### src/rtl/apb_master_nslv.sv
// Parametrised APB3 bridge from the core request bus to NUM_SLAVES equal address windows.
// Define APB_PSLVERR_EN to add a per-slave PSLVERR input that feeds err on completion.
module apb_master_nslv #(
   parameter int          NUM_SLAVES     = 8,
   parameter logic [31:0] BASE_ADDR      = 32'h1000_0000,
   parameter int          SLOT_BITS      = 12,
   parameter int          TIMEOUT_CYCLES = 255
) (
   input  logic                       PCLK,
   input  logic                       PRESET,
   input  logic                       transfer,
   input  logic                       write,
   input  logic [31:0]                addr,
   input  logic [31:0]                wdata,
   output logic [31:0]                rdata,
   output logic                       ready,
   output logic                       err,
   output logic [31:0]                PADDR,
   output logic                       PWRITE,
   output logic                       PENABLE,
   output logic [31:0]                PWDATA,
   output logic [NUM_SLAVES-1:0]      PSEL,
   input  logic [32*NUM_SLAVES-1:0]   PRDATA,
`ifdef APB_PSLVERR_EN
   input  logic [NUM_SLAVES-1:0]      PSLVERR,
`endif
   input  logic [NUM_SLAVES-1:0]      PREADY
);

   localparam int IDX_W   = (NUM_SLAVES > 1) ? $clog2(NUM_SLAVES) : 1;
   localparam int CNT_W   = (TIMEOUT_CYCLES > 1) ? $clog2(TIMEOUT_CYCLES) : 1;
   localparam int TO_LAST = (TIMEOUT_CYCLES > 0) ? TIMEOUT_CYCLES - 1 : 0;

   localparam logic [CNT_W-1:0]      CNT_LAST = CNT_W'(TO_LAST);
   localparam logic [NUM_SLAVES-1:0] SEL_ONE  = NUM_SLAVES'(1);
   // 33-bit bounds so a window ending at 4 GB does not wrap to zero
   localparam logic [32:0] BASE33 = {1'b0, BASE_ADDR};
   localparam logic [32:0] TOP33  = BASE33 + (33'(NUM_SLAVES) << SLOT_BITS);

   typedef enum logic [1:0] {IDLE, SETUP, ACCESS, ERROR} state_t;

   state_t           state;
   logic [IDX_W-1:0] idx_q;
   logic [CNT_W-1:0] cnt;

   logic             hit;
   logic [31:0]      offs;
   logic [IDX_W-1:0] idx_d;
   logic             sel_ready;
   logic             sel_err;
   logic [31:0]      sel_rdata;

   assign hit   = ({1'b0, addr} >= BASE33) && ({1'b0, addr} < TOP33);
   assign offs  = addr - BASE_ADDR;
   assign idx_d = IDX_W'(offs >> SLOT_BITS);

   always_comb begin
      sel_ready = 1'b0;
      sel_err   = 1'b0;
      sel_rdata = '0;
      for (int i = 0; i < NUM_SLAVES; i++) begin
         if (idx_q == IDX_W'(i)) begin
            sel_ready = PREADY[i];
            sel_rdata = PRDATA[32*i +: 32];
`ifdef APB_PSLVERR_EN
            sel_err   = PSLVERR[i];
`endif
         end
      end
   end

   // Completion is decoded from state so a reset mid-access kills the pulse at once
   always_comb begin
      ready = 1'b0;
      err   = 1'b0;
      rdata = '0;
      case (state)
         ACCESS: begin
            if (sel_ready) begin
               ready = 1'b1;
               err   = sel_err;
               rdata = (PWRITE || sel_err) ? 32'h0 : sel_rdata;
            end else if ((TIMEOUT_CYCLES != 0) && (cnt == CNT_LAST)) begin
               ready = 1'b1;
               err   = 1'b1;
            end
         end
         ERROR: begin
            ready = 1'b1;
            err   = 1'b1;
         end
         default: ;
      endcase
   end

   always_ff @(posedge PCLK or posedge PRESET) begin
      if (PRESET) begin
         state   <= IDLE;
         idx_q   <= '0;
         cnt     <= '0;
         PADDR   <= '0;
         PWDATA  <= '0;
         PWRITE  <= 1'b0;
         PENABLE <= 1'b0;
         PSEL    <= '0;
      end else begin
         case (state)
            IDLE: begin
               if (transfer) begin
                  if (hit) begin
                     PADDR  <= addr;
                     PWDATA <= wdata;
                     PWRITE <= write;
                     idx_q  <= idx_d;
                     PSEL   <= SEL_ONE << idx_d;
                     state  <= SETUP;
                  end else begin
                     state  <= ERROR;
                  end
               end
            end
            SETUP: begin
               PENABLE <= 1'b1;
               cnt     <= '0;
               state   <= ACCESS;
            end
            ACCESS: begin
               if (ready) begin
                  PSEL    <= '0;
                  PENABLE <= 1'b0;
                  state   <= IDLE;
               end else if (TIMEOUT_CYCLES != 0) begin
                  cnt <= cnt + 1'b1;
               end
            end
            ERROR: state <= IDLE;
            default: state <= IDLE;
         endcase
      end
   end

endmodule

### config.mk
export PLATFORM = sky130hd
export DESIGN_NAME = apb_master_nslv
export DESIGN_NICKNAME = d
export VERILOG_FILES = /design/src/rtl/apb_master_nslv.sv
export SDC_FILE = /design/constraint.sdc
export NUM_CORES = 1
export LEC_CHECK = 0
export CORE_AREA = 3 3 170 172
export CTS_CLUSTER_SIZE = 8
export DETAILED_ROUTE_END_ITERATION = 10
export DIE_AREA = 0 0 173 175
export GPL_ROUTABILITY_DRIVEN = 0
export PLACE_DENSITY_LB_ADDON = 0.25
export SLEW_MARGIN = 20
export SYNTH_ARGS = -nofsm -noshare
export SYNTH_HDL_FRONTEND = slang
export SYNTH_SLANG_ARGS = --single-unit
### constraint.sdc
create_clock -name PCLK -period 3.67 [get_ports PCLK]
set_clock_uncertainty 0.1 [all_clocks]
set_input_delay 0.5505 -clock PCLK [delete_from_list [all_inputs] [get_ports PCLK]]
set_output_delay 0.5505 -clock PCLK [all_outputs]
set_load 0.1 [all_outputs]
# After elaboration in Yosys (flattened, before gate mapping)
# Index checks and enable logic that the tools add are counted.
totals:
  register_bits: 87
  in_bits: 332
  elab_cells: 74
classes:
  n_addsub: 2
  n_lt_le_gt_ge: 2
  n_eq_ne: 15
  n_shift: 1
  muxes: 36
  reduce_logical: 10
op_table:
  columns: ["cell", "count"]
  rows:
  - ["two-way mux 32 bit", 11]
  - [">= comparator 32 x 29 -> 1 bit, second input constant", 1]
  - ["less-than comparator 32 x 29 -> 1 bit, second input constant", 1]
  - ["two-way mux 8 bit", 4]
  - ["one-hot mux 8 bit (2 select lines)", 2]
  - ["subtractor 15 x 1 -> 15 bit, second input constant", 1]
  - ["equality test 3 bit, second input constant", 4]
  - ["two-way mux 1 bit", 12]
  - ["adder 8 x 1 -> 8 bit, second input constant", 1]
  - ["equality test 8 bit, second input constant", 1]
  - ["!= test 2 bit, second input constant", 4]
  - ["one-hot mux 2 bit (4 select lines)", 1]
  - ["<< shifter 1 x 3 -> 8 bit, first input constant", 1]
  - ["equality test 3 x 2 -> 1 bit, second input constant", 2]
  - ["two-way mux 2 bit", 3]
  - ["one-hot mux 1 bit (2 select lines)", 3]
  - ["AND reduction 2 bit", 3]
  - ["equality test 2 bit, second input constant", 2]
  - ["AND reduction 4 bit", 1]
  - ["nonzero test 2 bit", 2]
  - ["equality test 3 x 1 -> 1 bit, second input constant", 1]
  - ["zero test 3 bit", 1]
  - ["AND reduction 3 bit", 1]
  - ["equality test 2 x 1 -> 1 bit, second input constant", 1]
  - ["other kinds (2)", 2]

# Depth between registers and ports, before layout
# Gate-level depths: netlist of run 1.
depth:
  depth_word: 13
  depth_mapped: 8
  mapped_depth_nobuf: 6

# Worst setup path after synthesis of run 1
# No wires, ideal clock.
synth_path:
  path_type: "register to output"
  startpoint: "register, netlist name PADDR[14]"
  endpoint: "output rdata[22]"
  t_arrival_ns: 3.725
  path_slack_ns: -0.706
  stages_incl_launch_ff: 9
  cell_sequence: "dfrtp_1 buf_2 inv_1 a32oi_1 o211ai_2 or3_1 buf_2 buf_6 a21oi_1"
synth_lines:
  columns: ["element", "line", "source"]
  rows:
  - ["to (decl)", "15", "output logic [31:0] rdata,"]

==> parameters.txt, run 1 <==
Parameter                              Value

Outcome
  Status ... finished clean

Logic synthesis
  Cell taking the most area after synthesis ... dfrtp_1
  Seq/Total Area, Yosys ... 38.27%
  Average footprint of a synthesized cell ... 11.33 um^2
  Post-synth net total ... 819
  Post-synthesis instance total ... 485
  Largest cells by area after synthesis ... dfrtp_1, mux4_2, mux2_2
  Synthesis-stage register bit count ... 84
  Netlist Area Pre-Place ... 5493 um^2
  Top-area cell type share of the netlist area ... 38.27%
  Number of distinct library cells after synthesis ... 38
  Synthesis Warnings ... 0

Timing
  Final period util ... 90.62%
  Rel. slew slack ... 27.40%
  Slew at the pin closest to its max-slew limit ... 1.086 ns
  Crit path time final ... 3.326 ns
  RSZ-0062 raised after global routing ... false
  Setup slack of the critical path after layout ... 0.3441 ns
  Hold violation total from the final report ... 0
  Final-layout setup total negative slack ... 0 ns
  Fmax ... 0.3007 GHz
  Finish-stage setup viols ... 0
  Number of slew-limit violations in the final report ... 0

GRT
  Residual overflow from global routing ... 0
  Vias in the first global route ... 6355
  Global-route track usage on met2 ... 30.54%
  Global routing met1 resource utilization ... 21.34%
  Most heavily used metal layer in global routing ... met2
  Wire length of the first global-routing pass ... 42010 um
  Met3 Use GR ... 7.584%
  Largest net degree at the start of global routing ... 70
  Gr usage total ... 18.39%
  Initial antenna violation count ... 13

Clocking
  Sinks on Clock Net ... 84
  Clk pin slew, worst setup/hold paths ... 0.07 ns
  CTS buffer count ... 9
  Count of hold buffers inserted by post-cts repair ... 0
  Number of H-tree levels ... 3
  Count of instances resized after the clock tree is built ... 0
  Clock tree from TritonCTS ... done
  Maximum buffer depth of the clock tree ... 2
  Total setup buffers inserted after CTS ... 0
  Clock root buffer master ... clkbuf_16
  Clk_lat worst skew ... 0.34 ns

Floorplanning
  Cell row count ... 61
  Boundary Pins ... 440
  Placeable core area ... 27630 um^2
  Area enclosed by the die boundary ... 30280 um^2
  Horiz. Die Dim ... 173 um
  Die outline height ... 175 um
  Initial core utilization ... 19.88%

Placed design
  Area of placed instances ... 11010 um^2
  Pre-CTS setup slack ... 0.3456 ns
  Estimated wirelength of the detail-placed design ... 23930 um
  IO Port Bufs ... 439

Routing
  Wire length reported by the detailed router ... 28950 um
  Remaining routing DRC violations ... 0
  DRT antenna net count ... 0
  Routed length per placed instance ... 22.23 um
  Drt first pass iters ... 5
  Detailed Route Iter0 Violations ... 419
  Via count ... 5835
  Via/cell ratio ... 4.482

Cells and area
  Layout cells sized above 1 ... 22.88%
  Area delta synth->final ... 106.4%
  Design area ... 11340 um^2
  Leading cell type in the layout, fill and taps excluded ... clkdlybuf4s50_1
  Most frequent cells in the layout ... clkdlybuf4s50_1, dfrtp_1, nand2_1
  Net count of the finished layout ... 1247

Critical path
  Worst EP required ... 3.02 ns
  Startpoint class of the critical path ... register
  Worst setup path class ... register to primary output
  CP max FO ... 17
  Critical path capture point type ... primary output
  Critical Path AT ... 2.68 ns

Job
  Max cap viols ... 0

Power
  Cell Pwr Density ... 325.8 nW/um^2
  VDD IR-drop max ... 237.4 uV
  Leakage Power ... 4.322 nW

Worst hold path
  Type of the tightest min-delay check ... register to register
[kinds of logic after synthesis]
| logic type | after synthesis | share of synthesized area (%) |
|---|---|---|
| mux | 119 | 34.62 |
| compound gates | 84 | 9.726 |
| fa+ha+maj | 2 | 0.4555 |
| flops | 84 | 38.27 |
| simple gates | 148 | 12.57 |
| buf+inv | 48 | 4.351 |
[cells in the mapped netlist, drive strengths merged]
cell and number:
mux4 52, nand2 78, clkbuf 17, nor4 4, o21ai 15, nor3 6, nand4 4, o41ai 2
a32oi 1, a311o 2, ha 2, a22oi 2, a21oi 38, or3 4, nand2b 4, and2 3
mux2i 19, dfrtp 84, mux2 48, nand3b 1, nand3 6, o211ai 10, nor2 14, o311ai 4
o21a 2, nor3b 3, and3 2, a22o 8, buf 24, inv 7, or2 1, nor2b 18
[metrics by stage]
step / total power, mW / util (%) / std cells / hold WS [ns]
after floorplan: 1.972 / - / 485 / 0.3404
after global placement: 2.780 / 39.86 / 1280 / 0.3520
after CTS: 3.748 / 40.97 / 1296 / 0.3767
after global routing: 3.855 / 41.02 / 1301 / 0.3817
after detailed placement: 2.788 / 39.86 / 1280 / 0.3596
final: 3.693 / 41.03 / 1302 / 0.3751
[power breakdown]
group | switching, mW | internal [mW] | total, mW | leakage, nW
sequential | 0.0464 | 0.971 | 1.02 | 1.15
combinational | 0.969 | 0.774 | 1.74 | 3.02
clock | 0.381 | 0.552 | 0.933 | 0.150
total | 1.40 | 2.30 | 3.69 | 4.32
[layout make-up]
class,count,area (um^2)
clock inverters,6,68.82
well taps,378,473.0
repair buffers,458,4920
clock buffers,10,239.0
flip-flops and latches,84,2111
diodes,6,15.01
fillers,2704,16290
inverters,7,27.53
multi-input cells,353,3482
[registers in the layout, indices dropped and copies added (netlist names)]
signal / cells
PADDR: 32
PWDATA: 32
PSEL: 8
cnt: 8
state: 2
PENABLE: 1
PWRITE: 1
[routing by layer]
metal,up-vias,share of wire [%],routed length (um)
li1,2670,-,-
met1,2798,38,11050
met2,313,48,13980
met3,46,10,2982
met4,8,3.1,883
met5,-,0.18,51
[critical path: stages, from the launching register on]
cell      delay, ns
dfrtp_2        0.41
buf_4          0.21
mux2i_1        0.14
a32oi_1        0.21
o211ai_2       0.14
or3_4          0.57
buf_12         0.24
a21oi_2        0.18
buf_12         0.20
[final timing paths]
check	to	cells after the start	startpoint	slack [ns]
max	rdata[22]	8	PADDR[14]	0.34
min	PADDR[28]	1	PADDR[28]	0.38
max reg2reg	PSEL[1]	7	PADDR[12]	1.28
min reg2reg	PADDR[28]	1	PADDR[28]	0.38
max in group asynchronous	PADDR[30]	3	PRESET	2.21
min in group asynchronous	PWDATA[27]	2	PRESET	0.57
Power figures use the tool's default switching activity.
==> run 2: changes to the inputs <==
--- a/config.mk
+++ b/config.mk
@@ -6,6 +6,7 @@
 export NUM_CORES = 1
 export LEC_CHECK = 0
 export CORE_AREA = 3 3 170 172
+export CTS_CLUSTER_DIAMETER = 150
 export CTS_CLUSTER_SIZE = 8
 export DETAILED_ROUTE_END_ITERATION = 10
 export DIE_AREA = 0 0 173 175
==> results of run 2 <==
Final layout, timing and power as in run 1 (identical DEF).
